## src/rtl/fetch_stage.sv

```systemverilog
// IF stage of the RV32I pipeline: PC register, single-outstanding imem handshake,
// one-entry response holding buffer and IF/ID register. Define FETCH_PERF_EN for perf counters.
module fetch_stage #(
  parameter logic [31:0] RESET_PC  = 32'h0000_0000,
  parameter logic [31:0] NOP_INSTR = 32'h0000_0013
) (
  input  logic        clk,
  input  logic        rst,
  input  logic        StallF,
  input  logic        StallD,
  input  logic        FlushD,
  input  logic [1:0]  PCSrcE,
  input  logic [31:0] PCTargetE,
  input  logic [31:0] ALUResultE,
  output logic        ImemReq,
  output logic [31:0] ImemAddr,
  input  logic        ImemGnt,
  input  logic        ImemRvalid,
  input  logic [31:0] ImemRdata,
  output logic [31:0] InstrD,
  output logic [31:0] PCD,
  output logic [31:0] PCPlus4D,
  output logic        ValidD,
  output logic        FetchBusyF,
  output logic [31:0] FetchCountF,
  output logic [31:0] BubbleCountF
);

  typedef enum logic [1:0] {S_ISSUE, S_WAIT, S_DROP} state_t;

  state_t      state_q, state_d;
  logic [31:0] pc_q, pc_d, req_pc_q, target;
  logic [31:0] hold_instr_q, hold_pc_q;
  logic        hold_valid_q, hold_valid_d;
  logic        redirect, resp, ifid_load, bypass, hold_fill, hold_drain, grant;

  always_comb begin
    redirect     = (PCSrcE == 2'b01) || (PCSrcE == 2'b10);
    target       = (PCSrcE == 2'b10) ? ALUResultE : PCTargetE;
    resp         = (state_q == S_WAIT) && ImemRvalid;
    ifid_load    = !FlushD && !StallD;
    bypass       = resp && ifid_load && !hold_valid_q;
    hold_fill    = resp && !bypass && !redirect;
    hold_drain   = hold_valid_q && ifid_load;
    hold_valid_d = !redirect && (hold_fill || (hold_valid_q && !hold_drain));
    ImemReq      = !rst && !StallF && !hold_valid_d && ((state_q == S_ISSUE) || resp);
    grant        = ImemReq && ImemGnt;
  end

  always_comb begin
    state_d = state_q;
    pc_d    = pc_q;
    case (state_q)
      S_ISSUE: if (grant) state_d = S_WAIT;
      S_WAIT:  if (ImemRvalid) state_d = grant ? S_WAIT : S_ISSUE;
      S_DROP:  if (ImemRvalid) state_d = S_ISSUE;
      default: state_d = S_ISSUE;
    endcase
    // A redirect leaves a stale response in flight only if one is still owed after
    // this cycle; a response consumed this cycle must not park the FSM in DROP.
    if (redirect) begin
      pc_d = target;
      if (grant || ((state_q != S_ISSUE) && !ImemRvalid)) state_d = S_DROP;
    end else if (grant) begin
      pc_d = pc_q + 32'd4;
    end
  end

  always_ff @(posedge clk) begin
    if (rst) begin
      state_q      <= S_ISSUE;
      pc_q         <= RESET_PC;
      req_pc_q     <= '0;
      hold_valid_q <= 1'b0;
      hold_instr_q <= '0;
      hold_pc_q    <= '0;
      InstrD       <= NOP_INSTR;
      PCD          <= '0;
      PCPlus4D     <= '0;
      ValidD       <= 1'b0;
    end else begin
      state_q      <= state_d;
      pc_q         <= pc_d;
      hold_valid_q <= hold_valid_d;
      if (grant) req_pc_q <= pc_q;
      if (hold_fill) begin
        hold_instr_q <= ImemRdata;
        hold_pc_q    <= req_pc_q;
      end
      if (FlushD) begin
        InstrD   <= NOP_INSTR;
        PCD      <= '0;
        PCPlus4D <= '0;
        ValidD   <= 1'b0;
      end else if (!StallD) begin
        if (hold_valid_q) begin
          InstrD   <= hold_instr_q;
          PCD      <= hold_pc_q;
          PCPlus4D <= hold_pc_q + 32'd4;
          ValidD   <= 1'b1;
        end else if (bypass) begin
          InstrD   <= ImemRdata;
          PCD      <= req_pc_q;
          PCPlus4D <= req_pc_q + 32'd4;
          ValidD   <= 1'b1;
        end else begin
          InstrD   <= NOP_INSTR;
          PCD      <= '0;
          PCPlus4D <= '0;
          ValidD   <= 1'b0;
        end
      end
    end
  end

  assign ImemAddr   = pc_q;
  assign FetchBusyF = !(hold_valid_q || resp);

`ifdef FETCH_PERF_EN
  logic ifid_any_load, deliver;
  always_comb begin
    ifid_any_load = FlushD || !StallD;
    deliver       = hold_drain || bypass;
  end

  always_ff @(posedge clk) begin
    if (rst) begin
      FetchCountF  <= '0;
      BubbleCountF <= '0;
    end else if (ifid_any_load) begin
      if (deliver) FetchCountF  <= FetchCountF + 32'd1;
      else         BubbleCountF <= BubbleCountF + 32'd1;
    end
  end
`else
  assign FetchCountF  = '0;
  assign BubbleCountF = '0;
`endif

endmodule

```

## config.mk

```make
export PLATFORM = sky130hd
export DESIGN_NAME = fetch_stage
export DESIGN_NICKNAME = d
export VERILOG_FILES = /design/src/rtl/fetch_stage.sv
export SDC_FILE = /design/constraint.sdc
export NUM_CORES = 1
export LEC_CHECK = 0
export ABC_AREA = 0
export ABC_CLOCK_PERIOD_IN_PS = 3400
export CORE_ASPECT_RATIO = 0.8
export CORE_MARGIN = 3
export CORE_UTILIZATION = 49
export CTS_CLUSTER_SIZE = 25
export DETAILED_ROUTE_END_ITERATION = 16
export HOLD_SLACK_MARGIN = 0.15
export PLACE_DENSITY = 0.88
export SETUP_SLACK_MARGIN = 0.2
export SLEW_MARGIN = 20
export SYNTH_ARGS = -nofsm -noshare
export SYNTH_HDL_FRONTEND = slang
export SYNTH_SLANG_ARGS = --single-unit
```

## constraint.sdc

```tcl
create_clock -name clk -period 3.4 [get_ports clk]
set_clock_uncertainty 0.1 [all_clocks]
set_input_delay 0.68 -clock clk [delete_from_list [all_inputs] [get_ports clk]]
set_output_delay 0.68 -clock clk [all_outputs]
set_load 0.005 [all_outputs]
```

# Word level (Yosys, flattened, before mapping)
# Index checks and enable logic that the tools add are counted.
# word_totals
in_bits	105
out_inout_bits	195
regBits	228
word_cells	69
# op_classes
addsub	3
n_reduce_logical	34
muxes	18
eq_ne	4
# ops
cell	count
2-to-1 mux 32 bit	9
adder 32 x 3 -> 32 bit (second input constant)	3
logical AND 1 bit	14
zero test 1 bit	11
2-to-1 mux 2 bit	5
case mux 2 bit (3 select lines)	1
logical OR 1 bit	5
equality test 2 x 1 -> 1 bit (second input constant)	2
equality test 2 bit (second input constant)	2
nonzero test 2 bit	2
2-to-1 mux 1 bit	3
zero test 2 bit	1
OR reduction 2 bit	1

# Depth between registers and ports, before layout
# Gate-level depths: netlist (run 1).
# logic_depth
ltp_word	18
ltp_mapped	8
mapped_depth_nobuf	7

# Worst setup path before layout (run 1)
# OpenSTA, ideal clock, no wires.
# synth_path
path_kind	input to register
startpoint	input port StallD
endpoint	register pc_q[27], in the netlist ImemAddr[27]
required_time_ns	3.209
n_path_buf	1
arrival_time_ns	2.623
setup_slack_ns	0.586
stages	6
setup_time_ns	0.091
path_cell_list	or2_1 maj3_2 buf_2 or4_4 or4_1 a311oi_1
# synth_via
elab_chain_len	14
elab_cells_between_ends	17
classes_between	reduce/logical: 17
# synth_lines
element	line_no	text
from (decl)	10	input logic StallD,
zero test 1 bit *	n/a	
logical AND 1 bit *	41	ifid_load = !FlushD && !StallD;
logical AND 1 bit (2 in series)	42	bypass = resp && ifid_load && !hold_valid_q;
zero test 1 bit	43	hold_fill = resp && !bypass && !redirect;
logical AND 1 bit (2 in series)	43	
logical OR 1 bit *	45	hold_valid_d = !redirect && (hold_fill || (hold_valid_q && !hold_drain));
logical AND 1 bit *	45	
zero test 1 bit *	46	ImemReq = !rst && !StallF && !hold_valid_d && ((state_q == S_ISSUE) || resp);
logical AND 1 bit * (2 in series)	46	
logical AND 1 bit *	47	grant = ImemReq && ImemGnt;
nonzero test 2 bit (no line) *	n/a	
to (signal assigned)	83	pc_q <= pc_d;
to (decl)	32	logic [31:0] pc_q, pc_d, req_pc_q, target;
# Every way passes the cells marked *; elsewhere a longest branch is shown, timed or not.
# A chain may end at the register's enable or synchronous reset.

# Worst setup path in the final report (run 1)
# layout_path
startpoint	input port ImemRvalid
endpoint	output port FetchBusyF
# layout_via
elab_chain_len	3
# layout_lines
element	line_no	text
from (decl)	18	input logic ImemRvalid,
logical AND 1 bit	40	resp = (state_q == S_WAIT) && ImemRvalid;
logical OR 1 bit	117	assign FetchBusyF = !(hold_valid_q || resp);
zero test 1 bit	117	
to (decl)	24	output logic FetchBusyF,
# Every way passes these cells.

==> run_results.csv, run 1 <==
group,metric,value,unit
yosys,synth_edf_count,0,
clock_network,clkSlewWorstSetupHoldPaths,0.06,ns
placement,port_buffers,235,
power_and_ir_drop,ir_drop,0.3652,mV
timing,setup_tns,0,ns
clock_network,cts_buffer_depth,3,
final_layout,final_cell_mix,"clkdlybuf4s50_1, dfxtp_1, nand2_1",
floorplan,die-area,0.02484,mm2
hold_path,min_to,"hold_instr_q[12]",
run_status,status,"finished, final reports clean",
yosys,synthesis.instances,1394,
timing,rsz0062_at_grt,"false",
floorplan,initial_utilization,51.08,%
critical_path,reg2reg_from,"req_pc_q[6]",
final_layout,final_common_cell,"clkdlybuf4s50_1",
grt,grt_max_degree,97,
yosys,async_flop_share,0,%
clock_network,cts_made_buffers,23,
drt,wl,35960,um
timing,slew_violations,0,
yosys,ys_warn_count,0,
timing,fin_crit,3.062,ns
final_layout,nets,1662,
critical_path,r2r_end,"PCPlus4D[21]",
clock_network,cts_tree,"yes",
grt,grt_usage,27.51,%
power_and_ir_drop,power_frac_seq,46.2,%
timing,fmax,326.6,MHz
yosys,synth_flop_cell,"dfxtp_1",
power_and_ir_drop,total_power,6.119,mW
drt,drt_iter0_drc,1334,
power_and_ir_drop,switchingPower,1.498,mW
grt,grt_pass1_vias,10352,
critical_path,rrSetupSlack,0.60,ns
yosys,yosysSeqAreaShare,40.19,%
clock_network,htreeDepth,1,
clock_network,root_buffer,"clkbuf_16",
hold_path,hold_path_class,"flip-flop to flip-flop",
critical_path,arrival,2.28,ns
grt,grt_overflow,0,
final_layout,drive_gt1_share,5.669,%
floorplan,io_pins,300,
grt,antenna_found_initial,0,
clock_network,cts_sinks,226,
placement,gp_congestion,0.8655,
power_and_ir_drop,powerDensity,426.2,mW/mm2
power_and_ir_drop,p_leak,5.084,nW
final_layout,num_antenna_cells,0,
drt,route.top_layer_used,"met4",
floorplan,die_h,141.6,um
yosys,syn_area,0.01126,mm2
timing,max_slew_margin,31.93,%
clock_network,cts_resized,3,
power_and_ir_drop,internal-power,4.621,mW
floorplan,core_area,0.02204,mm2
floorplan,core.rowCount,48,
timing,setup_violations,0,
critical_path,critPathLaunch,"ImemRvalid",
critical_path,endpoint_kind,"primary output",
power_and_ir_drop,p_sw_share,24.49,%
grt,grt_first_pass_wirelength,56080,um
floorplan,die_w,175.5,um
critical_path,critical_path_class,"input pin to primary output",
yosys,ys_seq_elements,226,
yosys,synth.avg_cell_area,8.076,um2
drt,drc,0,
drt,vias,11254,
drt,wl_met1,15350,um
critical_path,cp.required,2.62,ns
timing,hold_viol,0,
flow_run,maxCapViolCount,0,
timing,timing.final.crit_share,90.07,%
critical_path,start_kind,"input pin",
drt,wl_per_cell,19.23,um
hold_path,hold_start,"hold_instr_q[12]",
clock_network,clk-insertion-delay-late,0.53,ns
timing,tightest_slew,1.021,ns
yosys,ys_types,51,
placement,hpwl,24800,um
drt,met3_length,3823,um
hold_path,min_path_cells,2,
drt,via_per_inst,6.018,
final_layout,syn_to_final_growth,27.53,%
drt,first_pass_iters,6,
power_and_ir_drop,clkPwrFrac,43.8,%
clock_network,post-cts-setup-buffers,0,
drt,dr_wl_met2,15790,um
critical_path,worst-r2r-cell-count,5,
critical_path,critPathMaxFanout,4,
drt,detail-route-antenna-nets,0,
clock_network,cts-hold-fix-buffers,0,
power_and_ir_drop,pwr-share-comb,10.0,%
[routing by layer]
metal,up-vias,GRT usage [%]
met5,-,0
met1,5236,39.23
met4,0,7.247
li1,5241,-
met3,86,5.645
met2,691,42.68
[flip-flops by register name, summed over array words and instances, names as in the netlist]
register      cells
ImemAddr         32
InstrD           32
PCD              32
hold_instr_q     32
hold_pc_q        32
req_pc_q         32
PCPlus4D         30
state_q           2
ValidD            1
hold_valid_q      1
[cells in the mapped netlist (39+ instances only)]
cell type | n | area share, %
dfxtp_1 | 226 | 40
nand2_1 | 160 | 5.3
nor2_1 | 139 | 4.6
clkbuf_1 | 117 | 3.9
a21oi_1 | 84 | 3.7
a221oi_1 | 72 | 5.6
buf_4 | 66 | 4.4
and3_1 | 47 | 2.6
o21ai_0 | 47 | 2.1
nand3_1 | 45 | 2.0
a211oi_1 | 43 | 2.9
mux2i_1 | 39 | 3.5
[cell type report]
cell class / instances / area (um2)
well taps: 300 / 375.4
clock buffers: 32 / 659.4
multi-input cells: 1022 / 5957
clock inverters: 10 / 142.6
flip-flops and latches: 226 / 4526
inverters: 16 / 60.06
fillers: 1811 / 7684
repair buffers: 264 / 2638
[stage by stage]
stage	setup WS (ns)	area, um2	util (%)	hold slack [ns]	cells
6_report	0.3377	14360	65.14	0.3499	1870
5_1_grt	0.2929	14360	65.14	0.3701	1870
4_1_cts	0.3588	14360	65.14	0.3523	1870
3_5_place_dp	0.04293	13550	61.50	0.3439	1828
3_3_place_gp	0.01923	13550	61.50	0.3370	1828
2_1_floorplan	0.5856	11490	-	0.3321	1457
[cell families (layout without fill, tap and decap cells)]
| kind of cell | count (synthesis) | in the layout | synth area share [%] |
|---|---|---|---|
| buffers and inverters | 209 | 322 | 9.191 |
| adders and majority gates | 5 | 5 | 0.5446 |
| muxes | 40 | 40 | 3.567 |
| xor gates and xnor gates | 38 | 38 | 2.956 |
| other | 1 | 64 | 0.03331 |
| AOI/OAI and AO/OA | 312 | 312 | 19.33 |
| and+or+nand+nor | 563 | 563 | 24.19 |
| DFF | 226 | 226 | 40.19 |
[power by group through the flow]
stage | clock [mW] | combinational (mW) | sequential [mW]
detailed placement | 0 | 0.603 | 2.88
global route | 2.80 | 0.662 | 2.84
floorplan | 0 | 0.340 | 2.84
CTS | 2.70 | 0.607 | 2.82
global placement | 0 | 0.596 | 2.88
finish | 2.68 | 0.611 | 2.83
[worst max-delay path by stage]
stage / endpoint
2_1_floorplan: ImemAddr[27]
3_3_place_gp: ImemReq
3_5_place_dp: ImemReq
4_1_cts: FetchBusyF
5_1_grt: FetchBusyF
6_report: FetchBusyF
[critical path: stages]
cell and delay [ns]:
clkdlybuf4s50_1 0.45, and3b_1 0.24, buf_4 0.16, nor2_1 0.09
buf_4 0.16, clkdlybuf4s50_1 0.51
Note: power is estimated with default switching activity, not from simulation.
==> inputs of run 2 (changes only) <==
- ABC_CLOCK_PERIOD_IN_PS: 3400 -> 2800
- CORE_UTILIZATION: 49 -> 44
- PLACE_DENSITY: 0.88 -> 0.84
- clock period: 3.4 -> 2.8 ns (I/O delays scaled with it)
==> run_results.csv, run 2 (synthesis gave the netlist of run 1 again) <==
group,metric,value,unit
hold_path,hold_path_class,"flip-flop to flip-flop",
power_and_ir_drop,pwr-share-comb,11.1,%
hold_path,hold_start,"hold_pc_q[1]",
critical_path,r2r_end,"PCPlus4D[21]",
final_layout,syn_to_final_growth,32.36,%
timing,fmax,393.0,MHz
critical_path,arrival,2.89,ns
clock_network,clkSlewWorstSetupHoldPaths,0.06,ns
floorplan,core_area,0.02476,mm2
floorplan,initial_utilization,45.47,%
clock_network,htreeDepth,1,
clock_network,cts_tree,"yes",
hold_path,min_path_cells,2,
clock_network,root_buffer,"clkbuf_16",
clock_network,cts_sinks,226,
critical_path,cp_num_buf_inv,0,
drt,drc,0,
timing,hold_viol,0,
flow_run,maxCapViolCount,0,
hold_path,min_to,"hold_pc_q[1]",
power_and_ir_drop,p_sw_share,23.96,%
critical_path,worst-path-stages,5,
power_and_ir_drop,power_frac_seq,45.2,%
grt,grt_max_degree,85,
grt,antenna_found_initial,0,
power_and_ir_drop,total_power,7.510,mW
timing,slew_violations,0,
critical_path,endpoint_kind,"flip-flop",
critical_path,rrSetupSlack,0.26,ns
grt,grt_overflow,0,
placement,port_buffers,235,
timing,whs,0.3502,ns
drt,via_per_inst,5.885,
floorplan,die_h,149.1,um
grt,grt_usage,25.31,%
clock_network,clk-insertion-delay-late,0.51,ns
floorplan,die_w,184.8,um
grt,grt_pass1_vias,10445,
power_and_ir_drop,clkPwrFrac,43.7,%
drt,wl_per_cell,19.01,um
critical_path,path_delay_family,"simple AND/OR/NAND/NOR gates",
critical_path,critPathMaxFanout,10,
power_and_ir_drop,p_leak,5.394,nW
timing,tightest_slew,0.8715,ns
critical_path,reg2reg_from,"req_pc_q[6]",
critical_path,cpMaxStageDelayCell,"or4_4",
placement,hpwl,26240,um
final_layout,final_cell_mix,"clkdlybuf4s50_1, dfxtp_1, nand2_1",
critical_path,critical_path_class,"flip-flop to flip-flop",
critical_path,path_cells,"nand3_1 -> or4_4 -> or4_1 -> a21oi_1 -> o221a_2",
final_layout,nets,1713,
floorplan,die-area,0.02755,mm2
timing,rsz0062_at_grt,"true",
final_layout,num_antenna_cells,0,
drt,vias,11411,
final_layout,final_common_cell,"clkdlybuf4s50_1",
floorplan,core.rowCount,51,
power_and_ir_drop,ir_drop,0.3908,mV
final_layout,fillCellCount,2089,
timing,setup_tns,0,ns
timing,max_slew_margin,41.90,%
placement,dpl_cell_area,0.01402,mm2
clock_network,cts_made_buffers,24,
final_layout,stdcell_area,0.01490,mm2
critical_path,cp.required,3.15,ns
drt,wl,36870,um
drt,detail-route-antenna-nets,0,
power_and_ir_drop,switchingPower,1.800,mW
floorplan,io_pins,300,
grt,grt_first_pass_wirelength,56990,um
clock_network,cts_buffer_depth,3,
final_layout,utilization,60.19,%
drt,first_pass_iters,6,
timing,timing.final.crit_share,90.88,%
critical_path,worst-r2r-cell-count,5,
placement,gp_congestion,0.8986,
power_and_ir_drop,internal-power,5.710,mW
critical_path,start_kind,"flip-flop",
critical_path,cpPeakStageDelay,0.64,ns
run_status,status,"finished, final reports clean",
timing,setup_violations,0,
power_and_ir_drop,powerDensity,503.9,mW/mm2
timing,fin_crit,2.545,ns
final_layout,drive_gt1_share,9.377,%
drt,drt_iter0_drc,1234,
run 2: cell types whose count changed in the layout (fill, tap and decap cells not counted), moves of 5 or more:
cell	change
or4_4	+5
or4_1	-5
buf_4	+43
buf_12	+6
run 2: area by class of cell:
| type | instances | area, um2 | share of cell area, % |
|---|---|---|---|
| sequential | 226 | 4529 | 30.39 |
| timing repair buffer | 314 | 3089 | 20.73 |
| tap | 318 | 397.9 | 2.670 |
| clock buffer | 35 | 733.2 | 4.920 |
| clock inverter | 8 | 95.09 | 0.6381 |
| inverter | 16 | 60.06 | 0.4030 |
| multi-input combinational | 1022 | 5997 | 40.24 |
run 2: worst max path at each step:
stage	endpoint	slack [ns]	from
detailed placement	ImemAddr[26]	-0.38	ImemRvalid
floorplan	ImemAddr[27]	0.19	StallD
finish	PCPlus4D[21]	0.26	req_pc_q[6]
global placement	ImemAddr[26]	-0.26	ImemRvalid
global route	ImemAddr[31]	0.15	ImemAddr[17]
CTS	ImemReq	0.17	FlushD
run 2: power by group through the flow:
stage	sequential, mW	clock [mW]	combinational [mW]
final	3.40	3.28	0.833
after CTS	3.39	3.31	0.825
after floorplan	3.44	0	0.414
after detailed placement	3.47	0	0.820
after global routing	3.41	3.45	0.898
after global placement	3.46	0	0.810
run 2: layer usage:
metal / vias to the layer above / GRT usage, % / wire (um)
met5: - / 0 / 0
met3: 64 / 5.826 / 4166
met2: 681 / 39.40 / 16480
met4: 0 / 5.924 / 770
li1: 5345 / - / -
met1: 5321 / 35.78 / 15450
run 2: repair_timing:
action,CTS,global route
buffers inserted,1,1
hold buffers,0,0
hold endpoints to repair,0,0
setup endpoints to repair,4,16
gates resized for setup,8,10
pin swaps,2,2
run 2: worst register-to-register path, cell delays in order, from the launching register on:
cell	delay [ns]
dfxtp_1	0.50
nand3_1	0.20
or4_4	0.64
or4_1	0.53
a21oi_1	0.27
o221a_2	0.23
run 2: per-stage QoR:
stage	instances	setup WS, ns
2_1_floorplan	1457	0.1858
3_3_place_gp	1894	-0.2580
3_5_place_dp	1894	-0.3772
4_1_cts	1938	0.1678
5_1_grt	1939	0.1466
6_report	1939	0.2553
